==> src/rtl/apb_slave_controller.sv <==
// ---------------------------------------------------------------------------
// apb_slave_controller
//   APB slave-side transfer sequencer: IDLE/SETUP/ACCESS FSM with programmable
//   wait states, address decode onto a small register map, and the register
//   storage itself (error counter, two payload words, data-size).
//
// Ports
//   pclk        in   clock
//   preset      in   synchronous active-high reset
//   psel_x      in   slave select
//   penable     in   APB enable (access phase)
//   pwrite      in   1 = write, 0 = read
//   paddr       in   3-bit word address
//   pwdata      in   write data
//   pstrb       in   byte-lane write strobes (only with APB_PSTRB_EN)
//   prdata      out  read data, non-zero only in the pready cycle of a read
//   pready      out  transfer completion (one cycle)
//   pslverr     out  error response, qualified by pready
//   payload     out  {word1, word0}
//   data_size   out  data-size register
//   size_commit out  one-cycle pulse after a successful data-size write
//
// Optional feature
//   `define APB_PSTRB_EN to add the pstrb port and per-byte-lane writes.
//   Without it every write updates all byte lanes.
// ---------------------------------------------------------------------------
module apb_slave_controller #(
  parameter int unsigned DATA_WIDTH         = 32,
  parameter int unsigned WAIT_STATES        = 1,
  parameter int unsigned ERR_STATUS_ADDRESS = 1,
  parameter int unsigned PAYLOAD_ADDRESS    = 2,
  parameter int unsigned DATA_SIZE_ADDRESS  = 4
) (
  input  logic                    pclk,
  input  logic                    preset,
  input  logic                    psel_x,
  input  logic                    penable,
  input  logic                    pwrite,
  input  logic [2:0]              paddr,
  input  logic [DATA_WIDTH-1:0]   pwdata,
`ifdef APB_PSTRB_EN
  input  logic [DATA_WIDTH/8-1:0] pstrb,
`endif
  output logic [DATA_WIDTH-1:0]   prdata,
  output logic                    pready,
  output logic                    pslverr,
  output logic [2*DATA_WIDTH-1:0] payload,
  output logic [DATA_WIDTH-1:0]   data_size,
  output logic                    size_commit
);

  localparam int unsigned AW  = 3;
  localparam int unsigned CW  = 4;
  localparam int unsigned EW  = 8;
`ifdef APB_PSTRB_EN
  localparam int unsigned SW  = DATA_WIDTH / 8;
`endif

  localparam logic [AW-1:0] ADDR_ERR = AW'(ERR_STATUS_ADDRESS);
  localparam logic [AW-1:0] ADDR_PL0 = AW'(PAYLOAD_ADDRESS);
  localparam logic [AW-1:0] ADDR_PL1 = AW'(PAYLOAD_ADDRESS + 1);
  localparam logic [AW-1:0] ADDR_DS  = AW'(DATA_SIZE_ADDRESS);

  localparam logic [1:0] ST_IDLE   = 2'd0;
  localparam logic [1:0] ST_SETUP  = 2'd1;
  localparam logic [1:0] ST_ACCESS = 2'd2;

  logic [1:0]            state_q, state_d;
  logic [CW-1:0]         cnt_q, cnt_d;
  logic [AW-1:0]         xfer_addr_q, xfer_addr_d;
  logic                  xfer_write_q, xfer_write_d;
  logic [DATA_WIDTH-1:0] xfer_wdata_q, xfer_wdata_d;
`ifdef APB_PSTRB_EN
  logic [SW-1:0]         xfer_strb_q, xfer_strb_d;
`endif
  logic [DATA_WIDTH-1:0] payload0_q, payload0_d;
  logic [DATA_WIDTH-1:0] payload1_q, payload1_d;
  logic [DATA_WIDTH-1:0] data_size_q, data_size_d;
  logic [EW-1:0]         err_cnt_q, err_cnt_d;
  logic [DATA_WIDTH-1:0] prdata_q, prdata_d;
  logic                  pready_q, pready_d;
  logic                  pslverr_q, pslverr_d;
  logic                  size_commit_q, size_commit_d;

  logic                  commit_c;
  logic                  cur_err_c;
  logic                  nxt_err_c;
  logic [DATA_WIDTH-1:0] old_word_c;
  logic [DATA_WIDTH-1:0] new_word_c;
  logic [DATA_WIDTH-1:0] rd_word_c;

  // Unmapped addresses and writes to the read-only error counter are errors.
  function automatic logic addr_err(input logic [AW-1:0] a, input logic wr);
    logic mapped;
    mapped = (a == ADDR_ERR) || (a == ADDR_PL0) || (a == ADDR_PL1) || (a == ADDR_DS);
    return !mapped || (wr && (a == ADDR_ERR));
  endfunction

`ifdef APB_PSTRB_EN
  // Byte-lane merge: strobed lanes take new data, the rest keep old data.
  function automatic logic [DATA_WIDTH-1:0] lane_merge(
    input logic [DATA_WIDTH-1:0] old_w,
    input logic [DATA_WIDTH-1:0] new_w,
    input logic [SW-1:0]         strb
  );
    logic [DATA_WIDTH-1:0] res;
    res = old_w;
    for (int b = 0; b < int'(SW); b++) begin
      if (strb[b]) res[b*8 +: 8] = new_w[b*8 +: 8];
    end
    return res;
  endfunction
`endif

  // State and datapath registers
  always_ff @(posedge pclk) begin
    if (preset) begin
      state_q       <= ST_IDLE;
      cnt_q         <= '0;
      xfer_addr_q   <= '0;
      xfer_write_q  <= 1'b0;
      xfer_wdata_q  <= '0;
`ifdef APB_PSTRB_EN
      xfer_strb_q   <= '0;
`endif
      payload0_q    <= '0;
      payload1_q    <= '0;
      data_size_q   <= '0;
      err_cnt_q     <= '0;
      prdata_q      <= '0;
      pready_q      <= 1'b0;
      pslverr_q     <= 1'b0;
      size_commit_q <= 1'b0;
    end else begin
      state_q       <= state_d;
      cnt_q         <= cnt_d;
      xfer_addr_q   <= xfer_addr_d;
      xfer_write_q  <= xfer_write_d;
      xfer_wdata_q  <= xfer_wdata_d;
`ifdef APB_PSTRB_EN
      xfer_strb_q   <= xfer_strb_d;
`endif
      payload0_q    <= payload0_d;
      payload1_q    <= payload1_d;
      data_size_q   <= data_size_d;
      err_cnt_q     <= err_cnt_d;
      prdata_q      <= prdata_d;
      pready_q      <= pready_d;
      pslverr_q     <= pslverr_d;
      size_commit_q <= size_commit_d;
    end
  end

  // Next-state, commit and registered-output logic
  always_comb begin
    state_d       = state_q;
    cnt_d         = cnt_q;
    xfer_addr_d   = xfer_addr_q;
    xfer_write_d  = xfer_write_q;
    xfer_wdata_d  = xfer_wdata_q;
`ifdef APB_PSTRB_EN
    xfer_strb_d   = xfer_strb_q;
`endif
    payload0_d    = payload0_q;
    payload1_d    = payload1_q;
    data_size_d   = data_size_q;
    err_cnt_d     = err_cnt_q;
    size_commit_d = 1'b0;
    commit_c      = 1'b0;
    old_word_c    = '0;
    new_word_c    = '0;
    rd_word_c     = '0;

    unique case (state_q)
      ST_IDLE: begin
        // psel_x with penable already high is a protocol violation: ignored.
        if (psel_x && !penable) state_d = ST_SETUP;
      end
      ST_SETUP: begin
        if (!psel_x) begin
          state_d = ST_IDLE;
        end else if (penable) begin
          state_d      = ST_ACCESS;
          cnt_d        = CW'(WAIT_STATES);
          xfer_addr_d  = paddr;
          xfer_write_d = pwrite;
          xfer_wdata_d = pwdata;
`ifdef APB_PSTRB_EN
          xfer_strb_d  = pstrb;
`endif
        end
      end
      ST_ACCESS: begin
        if (!psel_x) begin
          state_d = ST_IDLE;
        end else if (cnt_q != '0) begin
          cnt_d = cnt_q - CW'(1);
        end else begin
          commit_c = 1'b1;
          state_d  = ST_IDLE;
        end
      end
      default: state_d = ST_IDLE;
    endcase

    cur_err_c = addr_err(xfer_addr_q, xfer_write_q);

    // Counter tracks every error response seen on the bus, saturating.
    if (pready_q && pslverr_q && (err_cnt_q != {EW{1'b1}})) begin
      err_cnt_d = err_cnt_q + EW'(1);
    end

    if (xfer_addr_q == ADDR_PL0)      old_word_c = payload0_q;
    else if (xfer_addr_q == ADDR_PL1) old_word_c = payload1_q;
    else if (xfer_addr_q == ADDR_DS)  old_word_c = data_size_q;
`ifdef APB_PSTRB_EN
    new_word_c = lane_merge(old_word_c, xfer_wdata_q, xfer_strb_q);
`else
    new_word_c = xfer_wdata_q;
`endif

    if (commit_c && !cur_err_c) begin
      if (xfer_write_q) begin
        if (xfer_addr_q == ADDR_PL0) payload0_d = new_word_c;
        if (xfer_addr_q == ADDR_PL1) payload1_d = new_word_c;
        if (xfer_addr_q == ADDR_DS) begin
          data_size_d   = new_word_c;
          size_commit_d = 1'b1;
        end
      end else if (xfer_addr_q == ADDR_ERR) begin
        // Read-to-clear; a valid read never coincides with an increment.
        err_cnt_d = '0;
      end
    end

    // Outputs are computed one edge early so they are flop-driven in the
    // completion cycle (ACCESS with the wait counter at zero).
    pready_d  = (state_d == ST_ACCESS) && (cnt_d == '0);
    nxt_err_c = addr_err(xfer_addr_d, xfer_write_d);
    pslverr_d = pready_d && nxt_err_c;

    if (xfer_addr_d == ADDR_ERR)      rd_word_c = DATA_WIDTH'(err_cnt_q);
    else if (xfer_addr_d == ADDR_PL0) rd_word_c = payload0_q;
    else if (xfer_addr_d == ADDR_PL1) rd_word_c = payload1_q;
    else if (xfer_addr_d == ADDR_DS)  rd_word_c = data_size_q;

    prdata_d = (pready_d && !nxt_err_c && !xfer_write_d) ? rd_word_c : '0;
  end

  assign prdata      = prdata_q;
  assign pready      = pready_q;
  assign pslverr     = pslverr_q;
  assign payload     = {payload1_q, payload0_q};
  assign data_size   = data_size_q;
  assign size_commit = size_commit_q;

endmodule

==> config.mk <==
export PLATFORM = sky130hd
export DESIGN_NAME = apb_slave_controller
export DESIGN_NICKNAME = d
export VERILOG_FILES = /design/src/rtl/apb_slave_controller.sv
export SDC_FILE = /design/constraint.sdc
export NUM_CORES = 1
export LEC_CHECK = 0
export ABC_CLOCK_PERIOD_IN_PS = 2250
export CAP_MARGIN = 20
export CORE_UTILIZATION = 45
export CTS_CLUSTER_SIZE = 30
export DETAILED_ROUTE_END_ITERATION = 10
export PLACE_DENSITY = 0.76
export SYNTH_ARGS = -nofsm -noshare
export SYNTH_HDL_FRONTEND = slang
export SYNTH_SLANG_ARGS = --single-unit
export TNS_END_PERCENT = 30
==> constraint.sdc <==
create_clock -name pclk -period 2.25 [get_ports pclk]
set_input_delay 0.5625 -clock pclk [delete_from_list [all_inputs] [get_ports pclk]]
set_output_delay 0.5625 -clock pclk [all_outputs]
set_load 0.05 [all_outputs]
## After elaboration in Yosys (flattened, before gate mapping)

Index checks and enable logic that the tools add are counted.

- Register bits after elaboration: 181
- Bits of input ports: 40
- Output and inout bits: 131
- Logic and storage cells: 94

- Add/sub/neg operators: 2
- Equality and inequality tests: 12
- Mux-type cells: 29
- Bitwise gates (word level): 3
- Reduce and logical (&&, ||, !) cells: 34

Operators by type and width:

| operator | count |
|---|---|
| 2-to-1 mux 32 bit | 3 |
| 2-to-1 mux 8 bit | 5 |
| 2-to-1 mux 4 bit | 4 |
| equality test 3 x 2 -> 1 bit (second input constant) | 4 |
| AND reduction 3 bit | 4 |
| logical AND 1 bit | 10 |
| 2-to-1 mux 2 bit | 5 |
| 2-to-1 mux 3 bit | 3 |
| adder 8 x 1 -> 8 bit (second input constant) | 1 |
| logical OR 1 bit | 8 |
| != test 8 bit (second input constant) | 1 |
| one-hot mux 4 bit (2 select lines) | 1 |
| 2-to-1 mux 1 bit | 7 |
| equality test 3 x 1 -> 1 bit (second input constant) | 2 |
| equality test 3 bit (second input constant) | 2 |
| zero test 1 bit | 6 |
| one-hot mux 2 bit (3 select lines) | 1 |
| OR reduction 3 bit | 2 |
| equality test 2 bit (second input constant) | 2 |
| zero test 4 bit | 1 |
| nonzero test 4 bit | 1 |
| subtractor 4 x 1 -> 4 bit (second input constant) | 1 |
| inverter 1 bit | 3 |
| equality test 2 x 1 -> 1 bit (second input constant) | 1 |
| other kinds (2) | 2 |

## Depth between registers and ports, before layout

- Word-level depth: 14
- Depth in mapped cells: 9

## Least setup slack after synthesis

OpenSTA, ideal clock, no wires.

- Path type: register to register
- From: register state_q[0]
- To: register prdata_q[3] (netlist: prdata[3])
- Setup time: 0.134 ns
- Data arrival time: 2.019 ns
- Required time: 2.116 ns
- Slack: 0.098 ns
- Stages on the path, launching flop included: 9
- Path buffers: 2
- Cells stage by stage: dfxtp_1 -> ha_1 -> and3_1 -> buf_6 -> mux2i_4 -> buf_6 -> mux2_4 -> a221oi_2 -> nor4_2

- Cells in the longest elaborated chain, start to end: 13

Ends and longest elaborated chain:

| item | line | RTL |
|---|---|---|
| start, declared | 68 | `logic [1:0] state_q, state_d;` |
| start signal, assigned | 135 | `state_q <= state_d;` |
| equality test 2 x 1 -> 1 bit | 174 | `unique case (state_q)` |
| 2-to-1 mux 3 bit | 174 |  |
| equality test 3 x 1 -> 1 bit or equality test 3 x 2 -> 1 bit (tied branches) | n/a |  |
| logical OR 1 bit (3 in a row) | 95 | `mapped = (a == ADDR_ERR) \|\| (a == ADDR_PL0) \|\| (a == ADDR_PL1) \|\| (a == ADDR_DS);` |
| zero test 1 bit | 96 | `return !mapped \|\| (wr && (a == ADDR_ERR));` |
| logical OR 1 bit | 96 |  |
| zero test 1 bit | 247 | `prdata_d = (pready_d && !nxt_err_c && !xfer_write_d) ? rd_word_c : '0;` |
| logical AND 1 bit (2 in a row) | 247 |  |
| inverter 1 bit (no source line) | n/a |  |
| OR reduction 2 bit (no source line) | n/a |  |
| end signal, assigned | 147 | `prdata_q <= prdata_d;` |
| end, declared | 80 | `logic [DATA_WIDTH-1:0] prdata_q, prdata_d;` |

Parallel ways exist; a longest one is shown, timed or not.
A chain may end at the register's enable or synchronous reset.

## Worst setup path after layout

- From: register payload1_q[6]
- To: output payload[38]

RTL lines:

| item | line | RTL |
|---|---|---|
| start, declared | 77 | `logic [DATA_WIDTH-1:0] payload1_q, payload1_d;` |
| start signal, assigned | 144 | `payload1_q <= payload1_d;` |
| end, declared | 47 | `output logic [2*DATA_WIDTH-1:0] payload,` |

No word-level cell between the ends.

==> impl_metrics.ini <==
[status]
status = finished, final reports clean

[clock_network]
numCtsBuffers = 17
path_clk_slew_ps = 60
clock-sinks = 181
insertion_delay_ps = 440
clk_path_buf_depth = 2
cts_tree = done
clockRootBuffer = clkbuf_16
htree_levels = 4
ctsHoldBuffers = 0

[timing]
slew_violations = 0
fmax_mhz = 448
finalSetupViolations = 0
skew_ps = 16.5
rsz0062_at_grt = true
period_minus_slack_ps = 2230
tightest_slew_ps = 676
maxSlewHeadroom_pct = 55.0
finalCritPeriodShare_pct = 99.3
hold_viol = 0

[critical_path]
critPathArrivalTime_ps = 1670
endpoint_kind = output pin
worstPathRequired_ps = 1690
cp-startpoint = payload1_q[6]$_SDFFE_PP0P_
worst_path_largest_cell_delay_ps = 830
reg2reg_to = prdata[1]$_SDFF_PP0_
reg2reg_from = cnt_q[1]$_SDFF_PP0_
ff2ff_path_depth = 8
cpMaxStageDelayCell = clkdlybuf4s50_1
crit_family = buffers and inverters
critical_path_class = register to output pin
cp-endpoint = payload[38]
reg2reg_slack_ps = 100
cp_cell_sequence = clkdlybuf4s50_1
crit_cells = 1
critPathBufInv = 1
worstSetupStartpointType = register
crit_path_max_fanout = 3

[power]
power_density_nw_per_um2 = 640
total_power_mw = 6.61
p_leak_nw = 3.69
ir_worst_vdd_v = 0.000568

[cells_and_area]
drive_above_1_share_pct = 14.7
nNetsFinal = 1086
mostFrequentLayoutCells = 271 x nand2_1, 177 x dfxtp_1, 156 x clkdlybuf4s50_1
final_common_cell = nand2_1
final_cell_area_um2 = 10300
antenna_cells = 0
area.growth.synth_to_final_pct = 41.6

[logic_synthesis]
synth_edf_count = 0
ys_ff_latch = 181
synth-compound-area-share_pct = 15.9
synth_xor_area_share_pct = 1.08
yosys.area_share.simple_pct = 22.3
syn_nets = 908
synthMuxAreaShare_pct = 5.65
seq_area_frac_synth_pct = 49.8
synth-adder-area-share_pct = 1.03
synth_warnings = 0
async_flop_share_pct = 0
syn_inst = 862
avgSynthCellArea_um2 = 8.45
ys_types = 59
synthFlopType = dfxtp_1
synthesis.area_um2 = 7280
synth_top_family_by_area = simple AND/OR/NAND/NOR gates

[grt]
overflow = 0
antenna_found_initial = 0
grt_pass1_wl_um = 33300
grt_start_max_net_pins = 140
grt.total_usage_pct = 25.9
first_global_vias = 6366

[hold_path]
holdCritPathClass = input port to register

[floorplanning]
die_x_um = 129
dieArea_um2 = 16700
initial_core_util_pct = 46.0
coreArea_um2 = 15800
rows = 46
ios = 171
die_height_um = 129

[placed_design]
post_dp_cell_area_um2 = 9540
port_buffers = 170
place_congestion = 0.894
hpwl_um = 14100

[detailed_routing]
drt-total-wl_um = 21800
vias = 6854
drt_iter0_drc = 546
dr.pass1.iters = 6
via_per_inst = 5.40
drt-wirelength-per-cell_um = 17.2
drtAntennaViolNets = 0
drc = 0

[run]
drv_cap = 0
[stage by stage]
step | setup slack, ps | util (%) | setup TNS (ps) | hold slack, ps | instances
2_1_floorplan | 97.5 | - | 0 | 459 | 862
3_3_place_gp | -397 | 60.3 | -13500 | 462 | 1234
3_5_place_dp | -472 | 60.3 | -20370 | 468 | 1234
4_1_cts | 4.80 | 64.2 | 0 | 344 | 1266
5_1_grt | -15.6 | 65.2 | -21.8 | 342 | 1269
6_report | 16.0 | 65.2 | 0 | 351 | 1269
[power by group]
| part | switching, mW | internal, mW |
|---|---|---|
| Combinational | 0.177 | 0.146 |
| Sequential | 0.0166 | 3.22 |
| Clock | 1.34 | 1.71 |
[sequential cells by signal, indices dropped and copies added (netlist names)]
| name | flops |
|---|---|
| pslverr | 1 |
| xfer_addr_q | 3 |
| state_q | 2 |
| new_word_c | 32 |
| pready | 1 |
| err_cnt_q | 8 |
| data_size | 32 |
| prdata | 32 |
| cnt_q | 4 |
| size_commit | 1 |
| payload1_q | 32 |
| xfer_write_q | 1 |
| payload0_q | 32 |
[kinds of logic (layout without fill, tap and decap cells)]
logic type | after synthesis | in the layout
and+or+nand+nor | 374 | 374
AOI/OAI and AO/OA | 189 | 189
DFF | 181 | 181
buffers and inverters | 69 | 260
muxes | 34 | 34
xor gates and xnor gates | 9 | 9
adders and majority gates | 6 | 6
[final cells by class]
type                       instances  area (µm²)
fill                            1318        5510
sequential                       181        3630
multi-input combinational        612        3460
timing repair buffer             221        2330
clock buffer                      19         443
tap                              216         270
clock inverter                    13         160
inverter                           7        26.3
[synth_stat cells (2+ instances only)]
library cell / n / area share [%]
a21oi_1: 135 / 9.3
a221oi_1: 3 / 0.36
a221oi_2: 5 / 1.0
a22oi_1: 24 / 2.5
and3_1: 5 / 0.43
buf_2: 18 / 1.2
buf_4: 2 / 0.21
buf_6: 3 / 0.46
clkbuf_1: 38 / 2.0
dfxtp_1: 181 / 50
ha_1: 6 / 1.0
inv_1: 7 / 0.36
mux2_2: 27 / 4.2
mux2_4: 5 / 1.0
nand2_1: 271 / 14
nand2b_1: 3 / 0.26
nand3_1: 4 / 0.27
nand4_1: 5 / 0.43
nor2_1: 34 / 1.8
nor2b_1: 4 / 0.34
nor3_1: 27 / 1.9
nor4_1: 4 / 0.34
nor4_2: 5 / 0.86
o2111ai_1: 2 / 0.24
o211ai_1: 2 / 0.21
o21ai_1: 2 / 0.14
xor2_1: 8 / 0.96
[how the worst min path moves through the flow]
stage / start / end / slack [ps] / cells past startpoint
after floorplan: new_word_c[0]$_SDFFE_PP0P_ / data_size[0]$_SDFFE_PP0P_ / 460 / 2
after global placement: payload1_q[16]$_SDFFE_PP0P_ / payload1_q[16]$_SDFFE_PP0P_ / 460 / 2
after detailed placement: payload1_q[16]$_SDFFE_PP0P_ / payload1_q[16]$_SDFFE_PP0P_ / 470 / 2
after CTS: preset / state_q[1]$_SDFF_PP0_ / 340 / 2
after global routing: preset / state_q[1]$_SDFF_PP0_ / 340 / 2
final: preset / state_q[1]$_SDFF_PP0_ / 350 / 2
[metal layers]
| layer | global-route usage [%] | up-vias | routed length (µm) | share of wire (%) |
|---|---|---|---|---|
| met1 | 32.9 | 3274 | 9180 | 42 |
| met5 | 0 | - | 0 | 0 |
| met4 | 8.30 | 0 | 249 | 1.1 |
| met2 | 44.1 | 263 | 10800 | 49 |
| met3 | 5.20 | 22 | 1580 | 7.3 |
| li1 | - | 3295 | - | - |
[what timing repair did]
action | 4_1_cts | 5_1_grt
setup endpoints to repair | 10 | 28
cloned | 0 | 2
buffers inserted | 0 | 1
pin swaps | 2 | 4
resized for setup | 5 | 24
Power figures use the tool's default switching activity.
